--- src/rtl/axi_lite_rr_arbiter.sv ---
// Two-master / one-slave AXI4-Lite arbiter. It grants the bus for a whole transaction, alternates
// masters round-robin on ties, and fabricates DECERR when the slave stops responding.
module axi_lite_rr_arbiter #(
    parameter int ADDR_W  = 32,
    parameter int DATA_W  = 32,
    parameter int STRB_W  = 8,
    parameter int TIMEOUT = 255
) (
    input  logic              clk,
    input  logic              rst,
    input  logic [ADDR_W-1:0] m0_araddr,
    input  logic              m0_arvalid,
    output logic              m0_arready,
    output logic [DATA_W-1:0] m0_rdata,
    output logic [1:0]        m0_rresp,
    output logic              m0_rvalid,
    input  logic              m0_rready,
    input  logic [ADDR_W-1:0] m1_araddr,
    input  logic              m1_arvalid,
    output logic              m1_arready,
    output logic [DATA_W-1:0] m1_rdata,
    output logic [1:0]        m1_rresp,
    output logic              m1_rvalid,
    input  logic              m1_rready,
    input  logic [ADDR_W-1:0] m1_awaddr,
    input  logic              m1_awvalid,
    output logic              m1_awready,
    input  logic [DATA_W-1:0] m1_wdata,
    input  logic [STRB_W-1:0] m1_wstrb,
    input  logic              m1_wvalid,
    output logic              m1_wready,
    output logic [1:0]        m1_bresp,
    output logic              m1_bvalid,
    input  logic              m1_bready,
    output logic [ADDR_W-1:0] s_araddr,
    output logic              s_arvalid,
    input  logic              s_arready,
    input  logic [DATA_W-1:0] s_rdata,
    input  logic [1:0]        s_rresp,
    input  logic              s_rvalid,
    output logic              s_rready,
    output logic [ADDR_W-1:0] s_awaddr,
    output logic              s_awvalid,
    input  logic              s_awready,
    output logic [DATA_W-1:0] s_wdata,
    output logic [STRB_W-1:0] s_wstrb,
    output logic              s_wvalid,
    input  logic              s_wready,
    input  logic [1:0]        s_bresp,
    input  logic              s_bvalid,
    output logic              s_bready,
    output logic [1:0]        grant,
    output logic              busy
);
    localparam int WD_W = (TIMEOUT > 0) ? $clog2(TIMEOUT + 1) : 1;
    localparam logic [WD_W-1:0] WD_MAX = WD_W'(TIMEOUT);
    localparam logic [WD_W-1:0] WD_ONE = WD_W'(1);

    typedef enum logic [2:0] {IDLE, RD, WR, DRAIN_R, DRAIN_B} state_t;

    state_t          state_q, state_d;
    logic            owner_q, owner_d;          // 0 = m0, 1 = m1
    logic            last_owner_q, last_owner_d;
    logic            ar_done_q, ar_done_d;
    logic            aw_done_q, aw_done_d;
    logic            w_done_q, w_done_d;
    logic            to_q, to_d;
    logic [WD_W-1:0] wd_q, wd_d;

    logic              waiting, slave_resp, wd_hit, fab, pick1;
    logic              own_arvalid, own_rready, rv;
    logic [ADDR_W-1:0] own_araddr;
    logic [DATA_W-1:0] rdata_o;
    logic [1:0]        resp_o;

    assign waiting     = (state_q == RD && ar_done_q) || (state_q == WR && aw_done_q && w_done_q);
    assign slave_resp  = (state_q == RD) ? s_rvalid : s_bvalid;
    assign wd_hit      = (TIMEOUT != 0) && waiting && (wd_q == WD_MAX);
    // A real response landing in the expiry cycle wins over the fabricated one.
    assign fab         = waiting && (to_q || (wd_hit && !slave_resp));
    assign pick1       = (m1_arvalid || m1_awvalid) && (!m0_arvalid || !last_owner_q);
    assign own_arvalid = owner_q ? m1_arvalid : m0_arvalid;
    assign own_araddr  = owner_q ? m1_araddr : m0_araddr;
    assign own_rready  = owner_q ? m1_rready : m0_rready;
    assign grant       = (state_q == RD || state_q == WR) ? (owner_q ? 2'b10 : 2'b01) : 2'b00;
    assign busy        = (state_q != IDLE);

    always_comb begin
        state_d      = state_q;
        owner_d      = owner_q;
        last_owner_d = last_owner_q;
        ar_done_d    = ar_done_q;
        aw_done_d    = aw_done_q;
        w_done_d     = w_done_q;
        to_d         = to_q || fab;
        wd_d         = wd_q;
        rv           = 1'b0;
        rdata_o      = '0;
        resp_o       = 2'b00;
        m0_arready = 1'b0; m0_rdata = '0; m0_rresp = 2'b00; m0_rvalid = 1'b0;
        m1_arready = 1'b0; m1_rdata = '0; m1_rresp = 2'b00; m1_rvalid = 1'b0;
        m1_awready = 1'b0; m1_wready = 1'b0; m1_bresp = 2'b00; m1_bvalid = 1'b0;
        s_araddr = '0; s_arvalid = 1'b0; s_rready = 1'b0;
        s_awaddr = '0; s_awvalid = 1'b0; s_wdata = '0; s_wstrb = '0; s_wvalid = 1'b0;
        s_bready = 1'b0;

        case (state_q)
            IDLE: begin
                if (m0_arvalid || m1_arvalid || m1_awvalid) begin
                    owner_d = pick1;
                    state_d = (pick1 && !m1_arvalid) ? WR : RD;
                end
            end
            RD: begin
                s_arvalid = own_arvalid && !ar_done_q;
                s_araddr  = (own_arvalid && !ar_done_q) ? own_araddr : '0;
                rv        = fab || s_rvalid;
                rdata_o   = (rv && !fab) ? s_rdata : '0;
                resp_o    = fab ? 2'b11 : (rv ? s_rresp : 2'b00);
                s_rready  = own_rready && !fab;
                if (owner_q) begin
                    m1_arready = s_arready && !ar_done_q;
                    m1_rvalid  = rv;
                    m1_rdata   = rdata_o;
                    m1_rresp   = resp_o;
                end else begin
                    m0_arready = s_arready && !ar_done_q;
                    m0_rvalid  = rv;
                    m0_rdata   = rdata_o;
                    m0_rresp   = resp_o;
                end
                if (own_arvalid && !ar_done_q && s_arready) begin
                    ar_done_d = 1'b1;
                    wd_d      = WD_ONE;
                end else if (ar_done_q && wd_q != WD_MAX) begin
                    wd_d = wd_q + WD_ONE;
                end
                if (rv && own_rready) begin
                    state_d      = fab ? DRAIN_R : IDLE;
                    last_owner_d = owner_q;
                    ar_done_d    = 1'b0;
                    wd_d         = '0;
                    to_d         = 1'b0;
                end
            end
            WR: begin
                s_awvalid  = m1_awvalid && !aw_done_q;
                s_awaddr   = (m1_awvalid && !aw_done_q) ? m1_awaddr : '0;
                m1_awready = s_awready && !aw_done_q;
                s_wvalid   = m1_wvalid && !w_done_q;
                s_wdata    = (m1_wvalid && !w_done_q) ? m1_wdata : '0;
                s_wstrb    = (m1_wvalid && !w_done_q) ? m1_wstrb : '0;
                m1_wready  = s_wready && !w_done_q;
                if (m1_awvalid && !aw_done_q && s_awready) begin
                    aw_done_d = 1'b1;
                    wd_d      = WD_ONE;
                end else if (aw_done_q && wd_q != WD_MAX) begin
                    wd_d = wd_q + WD_ONE;
                end
                if (m1_wvalid && !w_done_q && s_wready) w_done_d = 1'b1;
                rv        = fab || (aw_done_q && w_done_q && s_bvalid);
                m1_bvalid = rv;
                m1_bresp  = fab ? 2'b11 : (rv ? s_bresp : 2'b00);
                s_bready  = aw_done_q && w_done_q && m1_bready && !fab;
                if (rv && m1_bready) begin
                    state_d      = fab ? DRAIN_B : IDLE;
                    last_owner_d = 1'b1;
                    aw_done_d    = 1'b0;
                    w_done_d     = 1'b0;
                    wd_d         = '0;
                    to_d         = 1'b0;
                end
            end
            DRAIN_R: begin
                s_rready = 1'b1;
                if (s_rvalid) state_d = IDLE;
            end
            DRAIN_B: begin
                s_bready = 1'b1;
                if (s_bvalid) state_d = IDLE;
            end
            default: state_d = IDLE;
        endcase
    end

    always_ff @(posedge clk) begin
        if (!rst) begin
            state_q      <= IDLE;
            owner_q      <= 1'b0;
            last_owner_q <= 1'b1;
            ar_done_q    <= 1'b0;
            aw_done_q    <= 1'b0;
            w_done_q     <= 1'b0;
            to_q         <= 1'b0;
            wd_q         <= '0;
        end else begin
            state_q      <= state_d;
            owner_q      <= owner_d;
            last_owner_q <= last_owner_d;
            ar_done_q    <= ar_done_d;
            aw_done_q    <= aw_done_d;
            w_done_q     <= w_done_d;
            to_q         <= to_d;
            wd_q         <= wd_d;
        end
    end
endmodule

--- config.mk ---
export PLATFORM = sky130hd
export DESIGN_NAME = axi_lite_rr_arbiter
export DESIGN_NICKNAME = d
export VERILOG_FILES = /design/src/rtl/axi_lite_rr_arbiter.sv
export SDC_FILE = /design/constraint.sdc
export NUM_CORES = 1
export LEC_CHECK = 0
export CORE_AREA = 3 3 144 146
export CTS_CLUSTER_DIAMETER = 30
export CTS_CLUSTER_SIZE = 20
export DETAILED_ROUTE_END_ITERATION = 8
export DIE_AREA = 0 0 147 149
export GPL_TIMING_DRIVEN = 0
export PLACE_DENSITY_LB_ADDON = 0.08
export SLEW_MARGIN = 25
export SYNTH_ARGS = -nofsm -noshare
export SYNTH_HDL_FRONTEND = slang
export SYNTH_SLANG_ARGS = --single-unit
--- constraint.sdc ---
create_clock -name clk -period 2.55 [get_ports clk]
set_input_delay 0.51 -clock clk [delete_from_list [all_inputs] [get_ports clk]]
set_output_delay 0.51 -clock clk [all_outputs]
set_load 0.01 [all_outputs]
* Yosys cells after proc, flatten, opt, wreduce, memory -nomap -nowiden
Index checks and enable logic that the tools add are counted.
W data, S select, Z words.
** Word-level totals
- Bits in registers :: 17
- Input port bits :: 186
- Logic and storage cells :: 152
** Cells by class
- Add/sub/neg operators :: 1
- Eq/ne operators :: 13
- Mux-type cells :: 72
- Reductions and logical operators :: 58
** Operator list (count)
- $mux W32 :: 12
- $mux W8 :: 8
- $logic_and A1 B1 Y1 :: 27
- $mux W1 :: 27
- $mux W2 :: 13
- $mux W3 :: 6
- $pmux W8 S2 :: 1
- $pmux W3 S5 :: 1
- $logic_or A1 B1 Y1 :: 10
- $add A8 B1 Y8 const B :: 1
- $eq A8 B8 Y1 const B :: 1
- $logic_not A1 Y1 :: 8
- $ne A4 B1 Y1 const B :: 2
- $ne A8 B8 Y1 const B :: 1
- $pmux W1 S2 :: 4
- $reduce_and A2 Y1 :: 4
- $reduce_bool A2 Y1 :: 4
- $eq A3 B2 Y1 const B :: 2
- $ne A2 B2 Y1 const B :: 3
- $reduce_and A3 Y1 :: 2
- $reduce_and A5 Y1 :: 1
- $ne A2 B1 Y1 const B :: 2
- $eq A3 B1 Y1 const B :: 1
- $eq A3 B3 Y1 const B :: 1
- 2 further kinds :: 2

* Logic depth before layout (Yosys ltp)
Gate-level depths: netlist of run 1.
- Word-level depth :: 13
- Gate-level depth with buffers :: 8

* Worst setup path after synthesis of run 1
OpenSTA, ideal clock, no wires.
- Path type :: flip-flop to output port
- From :: register wd_q[0]
- To :: output m0_rdata[10]
- Arrival time :: 1.991 ns
- Required time :: 2.040 ns
- Setup slack :: 0.049 ns
- Stages on the path, launching flop included :: 8
- Buffers on the path :: 1
- Cells stage by stage :: dfxtp_1 > ha_1 > nand3_1 > o21ai_0 > nand3_1 > and3_1 > clkbuf_1 > and2_1
** Between the ends
- Longest elaborated chain between the ends :: 10
** Ends and longest elaborated chain
- start: declaration :: RTL line 68 : logic [WD_W-1:0] wd_q, wd_d;
- start signal: assignment :: RTL line 204 : wd_q <= wd_d;
- $eq A8 B8 Y1 * :: RTL line 78 : assign wd_hit = (TIMEOUT != 0) && waiting && (wd_q == WD_MAX);
- $logic_and A1 B1 Y1 * :: RTL line 78
- $logic_and A1 B1 Y1 * :: RTL line 80 : assign fab = waiting && (to_q || (wd_hit && !slave_resp));
- $logic_or A1 B1 Y1 * :: RTL line 80
- $logic_and A1 B1 Y1 * :: RTL line 80
- $logic_or A1 B1 Y1 or $logic_not A1 Y1 (tied branches) :: RTL line 117, 118
- $logic_and A1 B1 Y1 * :: RTL line 118 : rdata_o = (rv && !fab) ? s_rdata : '0;
- $mux W32 * :: RTL line 118
- $mux W32 * :: RTL line 121 : if (owner_q) begin
- $mux W32 * :: RTL line 107 : case (state_q)
- end: declaration :: RTL line 14 : output logic [DATA_W-1:0] m0_rdata,
Every way passes the cells marked *; elsewhere a longest branch is shown, timed or not.

* Worst setup path in the final report of run 1
- From :: input s_rvalid
- To :: output m1_rdata[14]
** Between the ends
- Longest elaborated chain between the ends :: 10
** Ends and longest elaborated chain
- start: declaration :: RTL line 40 : input logic s_rvalid,
- $mux W1 :: RTL line 77 : assign slave_resp = (state_q == RD) ? s_rvalid : s_bvalid;
- $logic_not A1 Y1 :: RTL line 80
- $logic_and A1 B1 Y1 :: RTL line 80
- $logic_or A1 B1 Y1 :: RTL line 80
- $logic_and A1 B1 Y1 :: RTL line 80
- $logic_or A1 B1 Y1 or $logic_not A1 Y1 (tied branches) :: RTL line 117, 118
- $logic_and A1 B1 Y1 * :: RTL line 118
- $mux W32 * :: RTL line 118
- $mux W32 * :: RTL line 121
- $mux W32 * :: RTL line 107
- end: declaration :: RTL line 21 : output logic [DATA_W-1:0] m1_rdata,
Marks and branches as above.

==> out/metrics.cfg, run 1 <==
[setup_path]
endpoint_kind = output pin
rr_endpoint = wd_q[0]$_SDFFE_PN0P_
crit_type = in -> out
cp_max_fo = 8
cp-start-kind = input pin
crit_start = s_rvalid
crit_end = m1_rdata[14]
r2r_start = state_q[1]$_SDFFE_PN0P_
r2r_slack_ns = 0.11
critical_path_arrival_ns = 2.17
r2r_cells = 9
critical_path_required_ns = 2.04

[clocking]
h-tree-depth = 1
tritoncts = done
cts_buffers = 3
ctsHoldBuffers = 0
clk_path_buf_depth = 2
root_buffer = clkbuf_16
clkSinkCount = 17
worstSkewPairLatency_ns = 0.25
path_clk_slew_ns = 0.05

[floorplanning]
start_util_pct = 14.9
fp.dieH_um = 149
core_um2 = 19500
die_x_um = 147
io_pins = 375
dieArea_um2 = 21900
rows = 51

[cells_and_area]
stdcell_area_um2 = 7510
areaGrowthSynthToFinish_pct = 158
multi_input_area_um2 = 2650
final_cells = 1088
layout-drive-gt1-share_pct = 28.8
seqCellArea_um2 = 348
post-route-util_pct = 38.4
fill_cells = 2054
fin_nets = 1010

[synth]
yosysTopAreaCell = and2_1
synth_edf_count = 0
syn_nets = 601
yosysSeqAreaShare_pct = 11.7
syn_area_per_cell_um2 = 7.02
synthCells = 414
syn_area_um2 = 2910
yosys_warnings = 0
ys_ff_latch = 17
synth_top_cell_area_share_pct = 29.3
synthArstFlopShare_pct = 0
synth_top_cells_by_count = and2_1 (136), nor2_1 (51), mux2i_1 (33)
yosysUniqueCellTypes = 60
synth.area.top_cells = and2_1 (29%), dfxtp_1 (12%), mux2i_1 (11%), nor2_1 (6.6%), clkbuf_1 (2.8%)
ys.flop_type = dfxtp_1
yosysMostFrequentCell = and2_1

[timing]
tns_ns = -5.19
setup_viol = 64
skew_ns = 0.00192
final_max_slew_viol_count = 0
finalHoldViolations = 0
max_slew_margin_pct = 57.4
period_share_pct = 105
finalCriticalPeriod_ns = 2.68
tightestPinTransition_ns = 0.639
rsz0062_at_grt = true
fmax_mhz = 373
worst_hold_slack_ns = 0.495
layout_setup_ws_ns = -0.133

[drt]
drt_iter0_drc = 78
routed_wl_mm = 19.7
drt.antenna.violating_nets = 0
first_pass_iters = 4
wl_per_cell_um = 18.1
drc_errors = 0
viasPerCell = 4.30
via_count = 4677

[placement]
gp_congestion = 0.836
dp_cells = 1052
dp_hpwl_mm = 16.5
portBuffers = 373
place_ws_ns = -1.29
postPlaceCellArea_um2 = 6970

[power]
power_mw = 3.59
peakVddDrop_mv = 0.312
p_leak_nw = 3.58
power_density_nw_per_um2 = 479

[global_routing]
antenna_found_initial = 1
groute.usage.overall_pct = 16.5
grt_overflow_total = 0
grt_max_degree = 11
grt_pass1_vias = 4831
grt_pass1_wl_mm = 28.6

[job]
cap_violations = 0

[worst_hold_path]
hp-class = reg -> reg

[status]
violations = setup timing
status = complete, but fails checks

## layout by cell type, fill, tap and decap left out, types with 5 or more instances in the layout
master and count:
a21oi_1 8, and2_1 103, and2_4 33, and3_1 5, buf_2 46, buf_4 18
buf_6 42, buf_8 6, clkbuf_2 12, clkbuf_8 13, clkdlybuf4s15_1 15, clkdlybuf4s50_1 180
dfxtp_1 11, dfxtp_2 6, dlygate4sd2_1 78, dlymetal6s2s_1 9, inv_1 9, mux2i_1 33
nand2_1 17, nor2_1 48, o2111ai_1 6, o211ai_1 5, o21ai_0 9
## flip-flops by register name, indices dropped and copies added (netlist names)
signal / flops
w_done_q: 1
to_q: 1
aw_done_q: 1
last_owner_q: 1
state_q: 3
ar_done_q: 1
owner_q: 1
wd_q: 8
## metal layers
| metal | vias to the layer above | wire, um | global-route usage (%) |
|---|---|---|---|
| li1 | 2245 | - | - |
| met1 | 2163 | 6800 | 16.2 |
| met2 | 259 | 10900 | 33.8 |
| met3 | 10 | 1800 | 4.98 |
| met4 | 0 | 237 | 3.03 |
| met5 | - | 0 | 0 |
## cell type report
type,instances,area share (%)
Multi-Input combinational cell,359,35.2
Timing Repair Buffer,407,50.4
Sequential cell,17,4.63
Antenna cell,1,0.0333
Inverter,9,0.450
Clock buffer,4,1.05
Buffer,26,3.77
Tap cell,265,4.42
## power by group
group / switching (mW) / leakage (nW) / internal (mW)
sequential: 0.0456 / 0.141 / 0.312
clock: 0.106 / 0.0382 / 0.212
combinational: 1.41 / 3.41 / 1.51
## how the worst min path moves through the flow
stage / from / to / slack, ns / cells after the start
after global placement: wd_q[1]$_SDFFE_PN0P_ / wd_q[1]$_SDFFE_PN0P_ / 0.47 / 2
final: wd_q[1]$_SDFFE_PN0P_ / wd_q[1]$_SDFFE_PN0P_ / 0.49 / 2
after floorplan: wd_q[1]$_SDFFE_PN0P_ / wd_q[1]$_SDFFE_PN0P_ / 0.46 / 2
after CTS: wd_q[1]$_SDFFE_PN0P_ / wd_q[1]$_SDFFE_PN0P_ / 0.50 / 2
after detailed placement: wd_q[1]$_SDFFE_PN0P_ / wd_q[1]$_SDFFE_PN0P_ / 0.49 / 2
after global routing: wd_q[1]$_SDFFE_PN0P_ / wd_q[1]$_SDFFE_PN0P_ / 0.53 / 2
## repair_timing
action,4_1_cts,5_1_grt
gates cloned,7,0
pin swaps,26,12
setup buffers,22,7
resized for setup,537,116
setup endpoints to repair,194,120
## critical path, cell delays in order
cell and delay (ns):
buf_8 0.10, or4b_4 0.55, o211a_4 0.18, nor3_4 0.17, nor3_4 0.08, buf_12 0.14
clkbuf_8 0.14, and2_1 0.14, buf_2 0.15
## cell families (layout without fill, tap and decap cells)
logic type                 after synthesis  count (layout)  synth area share [%]
AOI/OAI and AO/OA                       67              67                  19.7
adders and majority gates                1               1                 0.430
buffers and inverters                   38             446                  5.47
DFF                                     17              17                  11.7
muxes                                   35              35                  12.1
other                                    0               1                     0
and+or+nand+nor                        256             256                  50.6
No activity file was read; power rests on OpenSTA's default activity.
==> run 2: changes to the inputs <==
- ABC_AREA: unset -> 1
- CORE_AREA: 3 3 144 146 -> 8 8 138 140
- DIE_AREA: 0 0 147 149 -> 0 0 146 148
==> run 2 against run 1 <==
The run now ends clean. Critical endpoint is now s_araddr[10]. Highest routed layer unchanged. Largest power group unchanged. Power is 5.5% higher. Via count increased by 13%. Register-to-register slack better by 0.42 ns. Flip-flop and latch count unchanged. Sequential share of layout area rose by 0.40 points. Critical path type unchanged. Synthesized cell count rose by 51%.
==> out/metrics.cfg, run 2 <==
[setup_path]
r2r_slack_ns = 0.53
endpoint_kind = output pin
critPathSlowestCell = clkdlybuf4s50_1
slowest_delay_ns = 0.48
r2r_start = ar_done_q$_SDFFE_PN0P_
r2r_cells = 12
crit_buf_inv = 4
rr_endpoint = wd_q[6]$_SDFFE_PN0P_
critical_path_arrival_ns = 1.97
cp_max_fo = 10
path_delay_family = buffers and inverters
crit_type = in -> out
cp-start-kind = input pin
crit_chain = clkdlybuf4s50_1, inv_1, a21oi_2, nand2_2, buf_4, a21oi_1, dlygate4sd2_1
critical_path_required_ns = 2.04

[cells_and_area]
final_common_cell = nand2_1
fin_nets = 1214
reg_top3 = wd_q: 8 flops, state_q: 3 flops
layout-drive-gt1-share_pct = 22.5
n_antenna_cell = 0
areaGrowthSynthToFinish_pct = 144
fill_cells = 1904
layout_common_cells = nand2_1 (187), clkdlybuf4s50_1 (185), nor2_1 (104)
stdcell_area_um2 = 7230
top_register = wd_q
largest_reg_flops = 8

[synth]
synthArstFlopShare_pct = 0
yosysMostFrequentCell = nand2_1
syn_area_um2 = 2970
synth_top_cells_by_count = nand2_1 (193), nor2_1 (111), inv_1 (81)
yosysTopAreaCell = nand2_1
syn_nets = 813
synth.area.top_cells = nand2_1 (24%), nor2_1 (14%), nor3_1 (12%), dfxtp_1 (11%), inv_1 (10%)
ys.flop_type = dfxtp_1
ys_ff_latch = 17
yosysSeqAreaShare_pct = 11.5
synth_edf_count = 0
yosysUniqueCellTypes = 26
synthCells = 626
yosys_warnings = 0
synth_top_cell_area_share_pct = 24.4
syn_area_per_cell_um2 = 4.74

[job]
cap_violations = 0

[power]
clkPwrFrac_pct = 8.6
p_leak_nw = 3.76
power_mw = 3.79
comb_power_share_pct = 78.4
p_switching_mw = 1.92
p_int_mw = 1.87
switching_share_pct = 50.7
peakVddDrop_mv = 0.258
pwr-share-seq_pct = 12.9
power_density_nw_per_um2 = 524

[worst_hold_path]
hp-class = reg -> reg
min_from = last_owner_q$_SDFFE_PN1P_
min_delay_path_depth = 2
hold_end = last_owner_q$_SDFFE_PN1P_

[clocking]
h-tree-depth = 1
cts_buffers = 3
tritoncts = done
worstSkewPairLatency_ns = 0.25
path_clk_slew_ns = 0.06
clkSinkCount = 17
ctsHoldBuffers = 0
root_buffer = clkbuf_16
clk_path_buf_depth = 2

[global_routing]
grt_max_degree = 11
grt_pass1_wl_mm = 30.9
antenna_found_initial = 0
grt_overflow_total = 0
grt_pass1_vias = 5313
groute.usage.overall_pct = 17.8

[timing]
skew_ns = 0.00207
fmax_mhz = 404
finalCriticalPeriod_ns = 2.48
setup_viol = 0
rsz0062_at_grt = true
tns_ns = 0
period_share_pct = 97.1
tightestPinTransition_ns = 0.597
finalHoldViolations = 0
max_slew_margin_pct = 59.9
layout_setup_ws_ns = 0.0746
final_max_slew_viol_count = 0

[placement]
postPlaceCellArea_um2 = 6990
dp_hpwl_mm = 17.6
gp_congestion = 0.761
place_ws_ns = -0.934
portBuffers = 374

[drt]
drc_errors = 0
via_count = 5277
routed_wl_mm = 20.8
drt_iter0_drc = 176
drt.antenna.violating_nets = 0
first_pass_iters = 4
viasPerCell = 4.22
wl_per_cell_um = 16.6

[floorplanning]
rows = 48
dieArea_um2 = 21600
fp.dieH_um = 148
io_pins = 375
core_um2 = 16900
die_x_um = 146
start_util_pct = 17.5

[status]
status = finished clean

[run 2: how the worst max path moves through the flow]
stage / from / to / slack (ns) / cells past startpoint
2_1_floorplan: wd_q[0]$_SDFFE_PN0P_ / m1_bresp[0] / 0.35 / 10
3_3_place_gp: s_rvalid / m0_rdata[20] / -0.94 / 11
3_5_place_dp: s_rvalid / m0_rdata[20] / -0.93 / 11
4_1_cts: s_rvalid / m0_rdata[20] / -0.01 / 11
5_1_grt: m1_arvalid / s_araddr[7] / -0.008 / 7
6_report: m1_arvalid / s_araddr[10] / 0.07 / 7
[run 2: metrics by stage]
| step | utilization [%] | hold slack, ns | cells |
|---|---|---|---|
| floorplan | - | 0.429 | 626 |
| global placement | 41.3 | 0.458 | 1225 |
| detailed placement | 41.3 | 0.449 | 1225 |
| CTS | 42.8 | 0.462 | 1244 |
| global route | 42.7 | 0.492 | 1251 |
| finish | 42.7 | 0.462 | 1251 |
[run 2: per-layer routing]
layer / global-route usage, % / routed length (um)
met5: 0 / 0
met4: 3.40 / 223
met3: 7.77 / 2210
met2: 34.1 / 10800
met1: 17.4 / 7570
[run 2: worst min-delay path, delay by kind of cell, from the launching register on]
family | cells | cell delay [ns]
flops | 1 | 0.33
simple gates | 2 | 0.10
[run 2: cells by family (layout without fill, tap and decap cells)]
family	after synthesis	count (layout)	synth area share [%]
DFF	17	17	11.5
buffers and inverters	131	531	17.2
and+or+nand+nor	409	409	58.2
xor gates and xnor gates	6	6	1.77
AOI/OAI and AO/OA	62	62	11.0
adders and majority gates	1	1	0.422
[run 2: repair_timing]
| action | CTS | global route |
|---|---|---|
| pin swaps | 6 | 10 |
| gates resized for setup | 545 | 86 |
| setup endpoints to repair | 188 | 100 |
| setup buffers | 15 | 8 |
[run 2: layout make-up]
type | instances | area, um2 | area share [%]
multi-input cells | 478 | 2350 | 32.5
clock inverters | 1 | 5.00 | 0.0692
repair buffers | 397 | 3460 | 47.8
flip-flops and latches | 17 | 364 | 5.04
plain buffers | 42 | 354 | 4.90
well taps | 225 | 282 | 3.89
inverters | 88 | 340 | 4.71
clock buffers | 3 | 75.1 | 1.04
[run 2: power groups by stage]
stage          combinational, mW  clock (mW)  sequential (mW)
2_1_floorplan               1.50           0            0.431
5_1_grt                     3.30       0.346            0.505
6_report                    2.97       0.328            0.490
4_1_cts                     2.99       0.332            0.473
3_5_place_dp                2.94           0            0.451
3_3_place_gp                2.97           0            0.452
